File: config.mk
export PLATFORM = sky130hd
export DESIGN_NAME = lcd_responder
export DESIGN_NICKNAME = d
export VERILOG_FILES = /design/src/rtl/lcd_pkg.sv /design/src/rtl/lcd_strobe_capture.sv /design/src/rtl/lcd_responder.sv
export SDC_FILE = /design/constraint.sdc
export NUM_CORES = 1
export LEC_CHECK = 0
export CAP_MARGIN = 20
export CORE_ASPECT_RATIO = 1.25
export CORE_MARGIN = 2
export CORE_UTILIZATION = 45
export CTS_CLUSTER_DIAMETER = 120
export CTS_CLUSTER_SIZE = 24
export DETAILED_ROUTE_END_ITERATION = 7
export GPL_ROUTABILITY_DRIVEN = 1
export GPL_TIMING_DRIVEN = 0
export PLACE_DENSITY = 0.67
export SETUP_SLACK_MARGIN = 0.1
export SLEW_MARGIN = 20
export SYNTH_ARGS = -nofsm -noshare
export SYNTH_HDL_FRONTEND = slang
export SYNTH_SLANG_ARGS = --single-unit
File: constraint.sdc
create_clock -name clk -period 3 [get_ports clk]
set_input_delay 0.6 -clock clk [delete_from_list [all_inputs] [get_ports clk]]
set_output_delay 0.6 -clock clk [all_outputs]
set_load 0.01 [all_outputs]
File: src/rtl/lcd_pkg.sv
// ---------------------------------------------------------------------------
// lcd_pkg
// Shared constants for the HD44780-style LCD responder: instruction opcode
// masks, DDRAM geometry, the blank character and the default busy counts.
// Also holds the state type for the DDRAM clear-fill sequencer.
// ---------------------------------------------------------------------------
package lcd_pkg;

    // Instruction opcodes. Each is the highest set bit of its instruction
    // group, so the decoder can classify a byte by its leading one.
    localparam logic [7:0] CLR   = 8'h01;
    localparam logic [7:0] HOME  = 8'h02;
    localparam logic [7:0] ENTRY = 8'h04;
    localparam logic [7:0] DISP  = 8'h08;
    localparam logic [7:0] DDRAM = 8'h80;

    // Two lines of 16 characters, flattened into one 32-entry buffer.
    localparam int         DDRAM_DEPTH = 32;
    localparam int         ADDR_W      = 5;
    localparam logic [7:0] SPACE       = 8'h20;

    // 40 us and 1.64 ms at 50 MHz.
    localparam int DEF_BUSY_CYCLES  = 2000;
    localparam int DEF_CLEAR_CYCLES = 82000;

    typedef enum logic [0:0] {
        FILL_IDLE = 1'b0,
        FILL_RUN  = 1'b1
    } fill_state_e;

endpackage

File: src/rtl/lcd_strobe_capture.sv
// ---------------------------------------------------------------------------
// lcd_strobe_capture
// Detects the falling edge of the LCD enable strobe and holds the bus fields
// (RS, RW, data) as they were on the last cycle enable was high.
//
// Ports:
//   clk_i, reset_i  : clock, synchronous active-high reset
//   en_i            : LCD enable from the controller
//   rs_i, rw_i      : register select, read/write
//   data_i [7:0]    : LCD data bus
//   strobe_o        : high in the cycle where en was 1 last cycle and is 0 now
//   rs_o, rw_o      : captured RS / RW
//   data_o [7:0]    : captured data byte
//
// Strobe semantics: strobe_o is a single-cycle, combinational indication with
// no back-pressure; the consumer must act on it in that same cycle (its
// registered effects appear the cycle after). rs_o/rw_o/data_o are stable
// while strobe_o is high.
// ---------------------------------------------------------------------------
module lcd_strobe_capture (
    input  logic       clk_i,
    input  logic       reset_i,
    input  logic       en_i,
    input  logic       rs_i,
    input  logic       rw_i,
    input  logic [7:0] data_i,
    output logic       strobe_o,
    output logic       rs_o,
    output logic       rw_o,
    output logic [7:0] data_o
);

    logic       en_q,   en_d;
    logic       rs_q,   rs_d;
    logic       rw_q,   rw_d;
    logic [7:0] data_q, data_d;

    always_comb begin
        en_d   = en_i;
        rs_d   = rs_q;
        rw_d   = rw_q;
        data_d = data_q;
        // Track the bus only while enable is high, so the values seen at the
        // falling edge are those from the final high cycle.
        if (en_i) begin
            rs_d   = rs_i;
            rw_d   = rw_i;
            data_d = data_i;
        end
    end

    // en_q clears in reset, so an enable that falls right after reset
    // release has no "previous high" and is not taken as a strobe.
    always_ff @(posedge clk_i) begin
        if (reset_i) begin
            en_q   <= 1'b0;
            rs_q   <= 1'b0;
            rw_q   <= 1'b0;
            data_q <= 8'h00;
        end else begin
            en_q   <= en_d;
            rs_q   <= rs_d;
            rw_q   <= rw_d;
            data_q <= data_d;
        end
    end

    assign strobe_o = en_q & ~en_i;
    assign rs_o     = rs_q;
    assign rw_o     = rw_q;
    assign data_o   = data_q;

endmodule

File: src/rtl/lcd_responder.sv
// ---------------------------------------------------------------------------
// lcd_responder
// Behavioural model of a 2x16 character LCD as seen from its parallel bus.
// Decodes instructions and data writes, emulates the busy time, keeps a
// 32-byte DDRAM with a cursor, and offers a registered readback port.
//
// Ports:
//   clk, reset            : clock, synchronous active-high reset
//   lcd_data [7:0]        : bus data
//   lcd_en, lcd_rs, lcd_rw: bus strobe, register select, read/write
//   rd_addr [4:0]         : DDRAM readback index (0-15 line 1, 16-31 line 2)
//   rd_char [7:0]         : DDRAM[rd_addr], one cycle later
//   cursor [4:0]          : current DDRAM index
//   busy                  : high while the emulated busy time runs
//   display_on            : display-on bit of display control
//   cmd_valid, cmd_code   : one-cycle pulse + last accepted instruction byte
//   err_overrun           : sticky, strobe arrived while busy
//   err_rw                : sticky, read strobe seen (reads unsupported)
//   err_addr              : sticky, set-DDRAM-address with bits [5:4] set
// ---------------------------------------------------------------------------
module lcd_responder
    import lcd_pkg::*;
#(
    parameter int BUSY_CYCLES  = DEF_BUSY_CYCLES,
    parameter int CLEAR_CYCLES = DEF_CLEAR_CYCLES
) (
    input  logic              clk,
    input  logic              reset,
    input  logic [7:0]        lcd_data,
    input  logic              lcd_en,
    input  logic              lcd_rs,
    input  logic              lcd_rw,
    input  logic [ADDR_W-1:0] rd_addr,
    output logic [7:0]        rd_char,
    output logic [ADDR_W-1:0] cursor,
    output logic              busy,
    output logic              display_on,
    output logic              cmd_valid,
    output logic [7:0]        cmd_code,
    output logic              err_overrun,
    output logic              err_rw,
    output logic              err_addr
);

    localparam int MAX_CYCLES = (BUSY_CYCLES > CLEAR_CYCLES) ? BUSY_CYCLES : CLEAR_CYCLES;
    localparam int CNT_W      = $clog2(MAX_CYCLES + 1);

    logic       stb;
    logic       stb_rs;
    logic       stb_rw;
    logic [7:0] stb_data;

    lcd_strobe_capture u_capture (
        .clk_i    (clk),
        .reset_i  (reset),
        .en_i     (lcd_en),
        .rs_i     (lcd_rs),
        .rw_i     (lcd_rw),
        .data_i   (lcd_data),
        .strobe_o (stb),
        .rs_o     (stb_rs),
        .rw_o     (stb_rw),
        .data_o   (stb_data)
    );

    logic [CNT_W-1:0]  busy_cnt_q,   busy_cnt_d;
    logic [ADDR_W-1:0] cursor_q,     cursor_d;
    logic              id_q,         id_d;
    logic              disp_q,       disp_d;
    logic              cmd_valid_q,  cmd_valid_d;
    logic [7:0]        cmd_code_q,   cmd_code_d;
    logic              err_ovr_q,    err_ovr_d;
    logic              err_rw_q,     err_rw_d;
    logic              err_addr_q,   err_addr_d;
    logic [7:0]        rd_char_q,    rd_char_d;
    fill_state_e       fill_state_q, fill_state_d;
    logic [ADDR_W-1:0] fill_idx_q,   fill_idx_d;
    logic [7:0]        mem_q [DDRAM_DEPTH];
    logic [7:0]        mem_d [DDRAM_DEPTH];

    logic busy_now;
    assign busy_now = (busy_cnt_q != '0);

    always_comb begin
        busy_cnt_d   = busy_now ? (busy_cnt_q - CNT_W'(1)) : busy_cnt_q;
        cursor_d     = cursor_q;
        id_d         = id_q;
        disp_d       = disp_q;
        cmd_valid_d  = 1'b0;
        cmd_code_d   = cmd_code_q;
        err_ovr_d    = err_ovr_q;
        err_rw_d     = err_rw_q;
        err_addr_d   = err_addr_q;
        fill_state_d = fill_state_q;
        fill_idx_d   = fill_idx_q;
        mem_d        = mem_q;
        // Read uses the pre-write array, so a same-cycle write to the same
        // index shows the old byte here.
        rd_char_d    = mem_q[rd_addr];

        // Clear fill: one byte per cycle from index 0 up to 31. The clear
        // busy time is at least 32 cycles, so no data write can interleave.
        case (fill_state_q)
            FILL_RUN: begin
                mem_d[fill_idx_q] = SPACE;
                fill_idx_d        = fill_idx_q + ADDR_W'(1);
                if (fill_idx_q == ADDR_W'(DDRAM_DEPTH - 1)) begin
                    fill_state_d = FILL_IDLE;
                end
            end
            default: ;
        endcase

        if (stb) begin
            if (stb_rw) begin
                err_rw_d = 1'b1;
            end else if (busy_now) begin
                // Dropped: busy count keeps running down untouched.
                err_ovr_d = 1'b1;
            end else begin
                busy_cnt_d = CNT_W'(BUSY_CYCLES);
                if (!stb_rs) begin
                    cmd_valid_d = 1'b1;
                    cmd_code_d  = stb_data;
                    // Classify by the leading one of the instruction byte.
                    if ((stb_data & DDRAM) != 8'h00) begin
                        cursor_d = {stb_data[6], stb_data[3:0]};
                        if (stb_data[5:4] != 2'b00) begin
                            err_addr_d = 1'b1;
                        end
                    end else if (stb_data[6:4] != 3'b000) begin
                        // Shift, function set, CGRAM address: acknowledge only.
                    end else if ((stb_data & DISP) != 8'h00) begin
                        disp_d = stb_data[2];
                    end else if ((stb_data & ENTRY) != 8'h00) begin
                        id_d = stb_data[1];
                    end else if ((stb_data & HOME) != 8'h00) begin
                        cursor_d   = '0;
                        busy_cnt_d = CNT_W'(CLEAR_CYCLES);
                    end else if ((stb_data & CLR) != 8'h00) begin
                        cursor_d     = '0;
                        id_d         = 1'b1;
                        busy_cnt_d   = CNT_W'(CLEAR_CYCLES);
                        fill_state_d = FILL_RUN;
                        fill_idx_d   = '0;
                    end
                end else begin
                    mem_d[cursor_q] = stb_data;
                    // 5-bit arithmetic gives the 31<->0 wrap for free.
                    cursor_d = id_q ? (cursor_q + ADDR_W'(1)) : (cursor_q - ADDR_W'(1));
                end
            end
        end
    end

    always_ff @(posedge clk) begin
        if (reset) begin
            busy_cnt_q   <= '0;
            cursor_q     <= '0;
            id_q         <= 1'b1;
            disp_q       <= 1'b0;
            cmd_valid_q  <= 1'b0;
            cmd_code_q   <= 8'h00;
            err_ovr_q    <= 1'b0;
            err_rw_q     <= 1'b0;
            err_addr_q   <= 1'b0;
            rd_char_q    <= 8'h00;
            fill_state_q <= FILL_IDLE;
            fill_idx_q   <= '0;
            for (int i = 0; i < DDRAM_DEPTH; i++) begin
                mem_q[i] <= SPACE;
            end
        end else begin
            busy_cnt_q   <= busy_cnt_d;
            cursor_q     <= cursor_d;
            id_q         <= id_d;
            disp_q       <= disp_d;
            cmd_valid_q  <= cmd_valid_d;
            cmd_code_q   <= cmd_code_d;
            err_ovr_q    <= err_ovr_d;
            err_rw_q     <= err_rw_d;
            err_addr_q   <= err_addr_d;
            rd_char_q    <= rd_char_d;
            fill_state_q <= fill_state_d;
            fill_idx_q   <= fill_idx_d;
            for (int i = 0; i < DDRAM_DEPTH; i++) begin
                mem_q[i] <= mem_d[i];
            end
        end
    end

    assign rd_char     = rd_char_q;
    assign cursor      = cursor_q;
    assign busy        = busy_now;
    assign display_on  = disp_q;
    assign cmd_valid   = cmd_valid_q;
    assign cmd_code    = cmd_code_q;
    assign err_overrun = err_ovr_q;
    assign err_rw      = err_rw_q;
    assign err_addr    = err_addr_q;

endmodule

==> reports/metrics.yaml <==
outcome: "finished clean"
power.internal_w: 0.00602
fillers: 2780
chipHeight_um: 197
grt_max_degree: 25
gp_congestion: 0.951
io_pins: 45
fin_crit_sh: 0.932
pre_cts_slack_ns: -0.976
syn_inst: 1436
cts_buffers: 17
fin_ws_ns: 0.203
cts.reportedPaths.clkPinSlew_ns: 0.11
portBuffers: 41
finalHoldViolCount: 0
maxCapViolCount: 0
startpoint_type: "register"
die_area_mm2: 0.0314
synthArstFlopShare: 0
place_inst: 1873
grtUsageTotal: 0.252
insertion_delay_ns: 0.52
ant_nets: 0
overflow: 0
powerDensity_mw_per_mm2: 575
cts_hold_buf: 0
seqPwrFrac: 0.512
grt_use_met2: 0.439
path_buf_inv: 2
ff2ff_setup_slack_ns: 0.24
die_w_um: 159
p_sw_frac: 0.304
synth_nets: 1466
required_ns: 2.40
slew_violations: 0
synth-warning-count: 0
grt_pass1_wl_mm: 62.1
antenna_found_initial: 0
peakVddDrop_uv: 385
switchingPower_w: 0.00263
drtIter0Drc: 1123
cts.sinks: 317
cts_root_buffer: "clkbuf_16"
drc: 0
ys_seq_area_frac: 0.471
syn_area_mm2: 0.0135
synth_cell_type_count: 55
wl_per_cell_um: 21.1
tightest_slew_ns: 0.945
cp-end-kind: "primary output"
wirelength_mm: 40.4
fin_nets: 1547
initial_core_util: 0.459
gr-usage-met3: 0.0359
multi_input_comb_area_mm2: 0.00654
use_met1: 0.310
critical_path.max_stage_delay_ns: 0.59
h-tree-depth: 1
crit_family: "simple AND/OR/NAND/NOR gates"
fmax_mhz: 358
fin_setup_tns_ns: 0
slew_headroom: 0.367
path_cells: "or4_4 > nor4b_4 > buf_6 > nand2_2 > clkbuf_2"
synth_top_cells_by_area: "dfxtp_1, mux4_2, nand3_1, o21ai_0, clkbuf_1"
ys_ff_latch: 317
yosysTopAreaCellShare: 0.471
worstSetupPathType: "register to primary output"
drive_gt1_frac: 0.0917
grt_pass1_vias: 11047
min_period_ns: 2.80
core_mm2: 0.0293
grt_busiest_layer: "met2"
worstHoldPathType: "register to register"
synth-edff-count: 0
num_vias: 11625
cp.arrival_ns: 2.20
cts.path.max_buffers: 3
comb_power_share: 0.207
rsz0062_at_grt: "no"
worstPathMaxFanout: 6
skew_ns: 0.0343
setup_viol: 0
final_cells: 1912
power.share.clock: 0.280
viasPerCell: 6.08
synth_ff_type: "dfxtp_1"
rows: 70
seqCellArea_mm2: 0.00635
tritoncts: "done"
p_leak_nw: 5.37
area_growth_pct: 11.6
syn_avg_cell_area_um2: 9.38
hpwl_mm: 29.2
synth_top_cell_by_area: "dfxtp_1"
num_antenna_cells: 0
slowest_stage: "or4_4"
first_pass_iters: 6
synthesized netlist by cell type, types with 2 or more instances:
library cell,n
a211oi_1,7
a21o_1,2
a21oi_1,55
a22o_1,10
a22oi_1,32
a311oi_1,3
a31oi_1,35
and2_1,10
and3_1,7
and3b_1,3
and4_1,2
buf_1,12
buf_2,10
buf_6,2
clkbuf_1,97
dfxtp_1,317
ha_1,11
inv_1,38
mux2i_1,24
mux4_2,64
nand2_1,38
nand2b_1,10
nand3_1,226
nand3b_1,2
nand4_1,35
nor2_1,82
nor2b_1,12
nor3_1,15
nor3b_1,8
nor4_1,8
nor4b_1,2
o21ai_0,218
o21bai_1,2
or3_1,3
or4_1,2
xnor2_1,11
xor2_1,3
through the flow:
stage               total power [W]   util  cell area [um2]  hold WS, ns
finish                      0.00865  0.512            15000        0.458
floorplan                   0.00569      -            13500        0.430
detailed placement          0.00617  0.490            14400        0.449
CTS                         0.00861  0.508            14900        0.461
global route                0.00898  0.512            15000        0.475
global placement            0.00614  0.490            14400        0.441
worst reg2reg max path, cell delays in order (launching register included):
cell and delay (ns):
dfxtp_1 0.36, or4_4 0.59, nor2_2 0.35, buf_2 0.31
nand4_1 0.41, clkbuf_1 0.37, nand3_1 0.14, o21ai_0 0.09
logic make-up after synthesis:
kind of cell / share of synthesized area
buffers and inverters: 0.0463
DFF: 0.471
xor gates and xnor gates: 0.00910
adders and majority gates: 0.0117
muxes: 0.126
and+or+nand+nor: 0.182
AOI/OAI and AO/OA: 0.155
power by group through the flow:
stage	logic, W	registers [W]	clock network (W)
final	0.00179	0.00443	0.00243
after global routing	0.00194	0.00445	0.00260
after CTS	0.00173	0.00442	0.00246
after detailed placement	0.00165	0.00452	0
after global placement	0.00162	0.00451	0
after floorplan	0.00120	0.00449	0
final cells by class:
cell class | count | area share
clock inverters | 1 | 0.00133
repair buffers | 62 | 0.0375
multi-input cells | 960 | 0.435
flip-flops and latches | 317 | 0.422
clock buffers | 17 | 0.0283
plain buffers | 121 | 0.0331
inverters | 38 | 0.00949
well taps | 396 | 0.0330
per-layer routing:
| layer | part of all wire | vias to the layer above |
|---|---|---|
| li1 | - | 5436 |
| met1 | 0.40 | 5605 |
| met2 | 0.48 | 472 |
| met3 | 0.074 | 112 |
| met4 | 0.047 | 0 |
| met5 | 0 | - |
final timing paths:
check,from,endpoint,cells after the start
setup / recovery,busy_cnt_q[5],busy,5
hold / removal,mem_q[125],mem_q[125],2
setup reg to reg,busy_cnt_q[5],mem_q[94],7
hold reg to reg,mem_q[125],mem_q[125],2
registers in the layout (all words and copies together), names as in the netlist, 5 cells and up:
register,flops
busy_cnt_q,17
cmd_code,8
cursor,5
fill_idx_q,5
mem_q,256
rd_char,8
u_capture.data_o,8
cells in the final DEF (no fill, tap or decap), types with 3 or more instances in the layout:
| master | instances |
|---|---|
| o21ai_0 | 218 |
| buf_2 | 10 |
| nand3_1 | 226 |
| nand4_1 | 35 |
| and3b_1 | 3 |
| a21oi_1 | 55 |
| a311oi_1 | 3 |
| nor2b_1 | 12 |
| inv_1 | 38 |
| and3_1 | 7 |
| clkdlybuf4s50_1 | 40 |
| xor2_1 | 3 |
| ha_1 | 11 |
| nor2_1 | 82 |
| a22o_1 | 10 |
| nor3_1 | 15 |
| buf_4 | 21 |
| clkbuf_2 | 8 |
| mux2i_1 | 24 |
| a22oi_1 | 32 |
| a31oi_1 | 35 |
| dfxtp_1 | 316 |
| a211oi_1 | 7 |
| clkbuf_16 | 17 |
| buf_1 | 10 |
| clkbuf_1 | 91 |
| mux4_2 | 64 |
| nor3b_1 | 6 |
| and2_1 | 10 |
| or3_1 | 3 |
| xnor2_1 | 11 |
| nand2_1 | 37 |
| nor4_1 | 8 |
| nand2b_1 | 10 |
repair_timing:
action | in CTS | in global routing
gates cloned | 0 | 0
resized for setup | 10 | 14
setup buffers | 8 | 13
pin swaps | 4 | 6
endpoints found under the setup margin | 207 | 41
No activity file was read; power rests on OpenSTA's default activity.
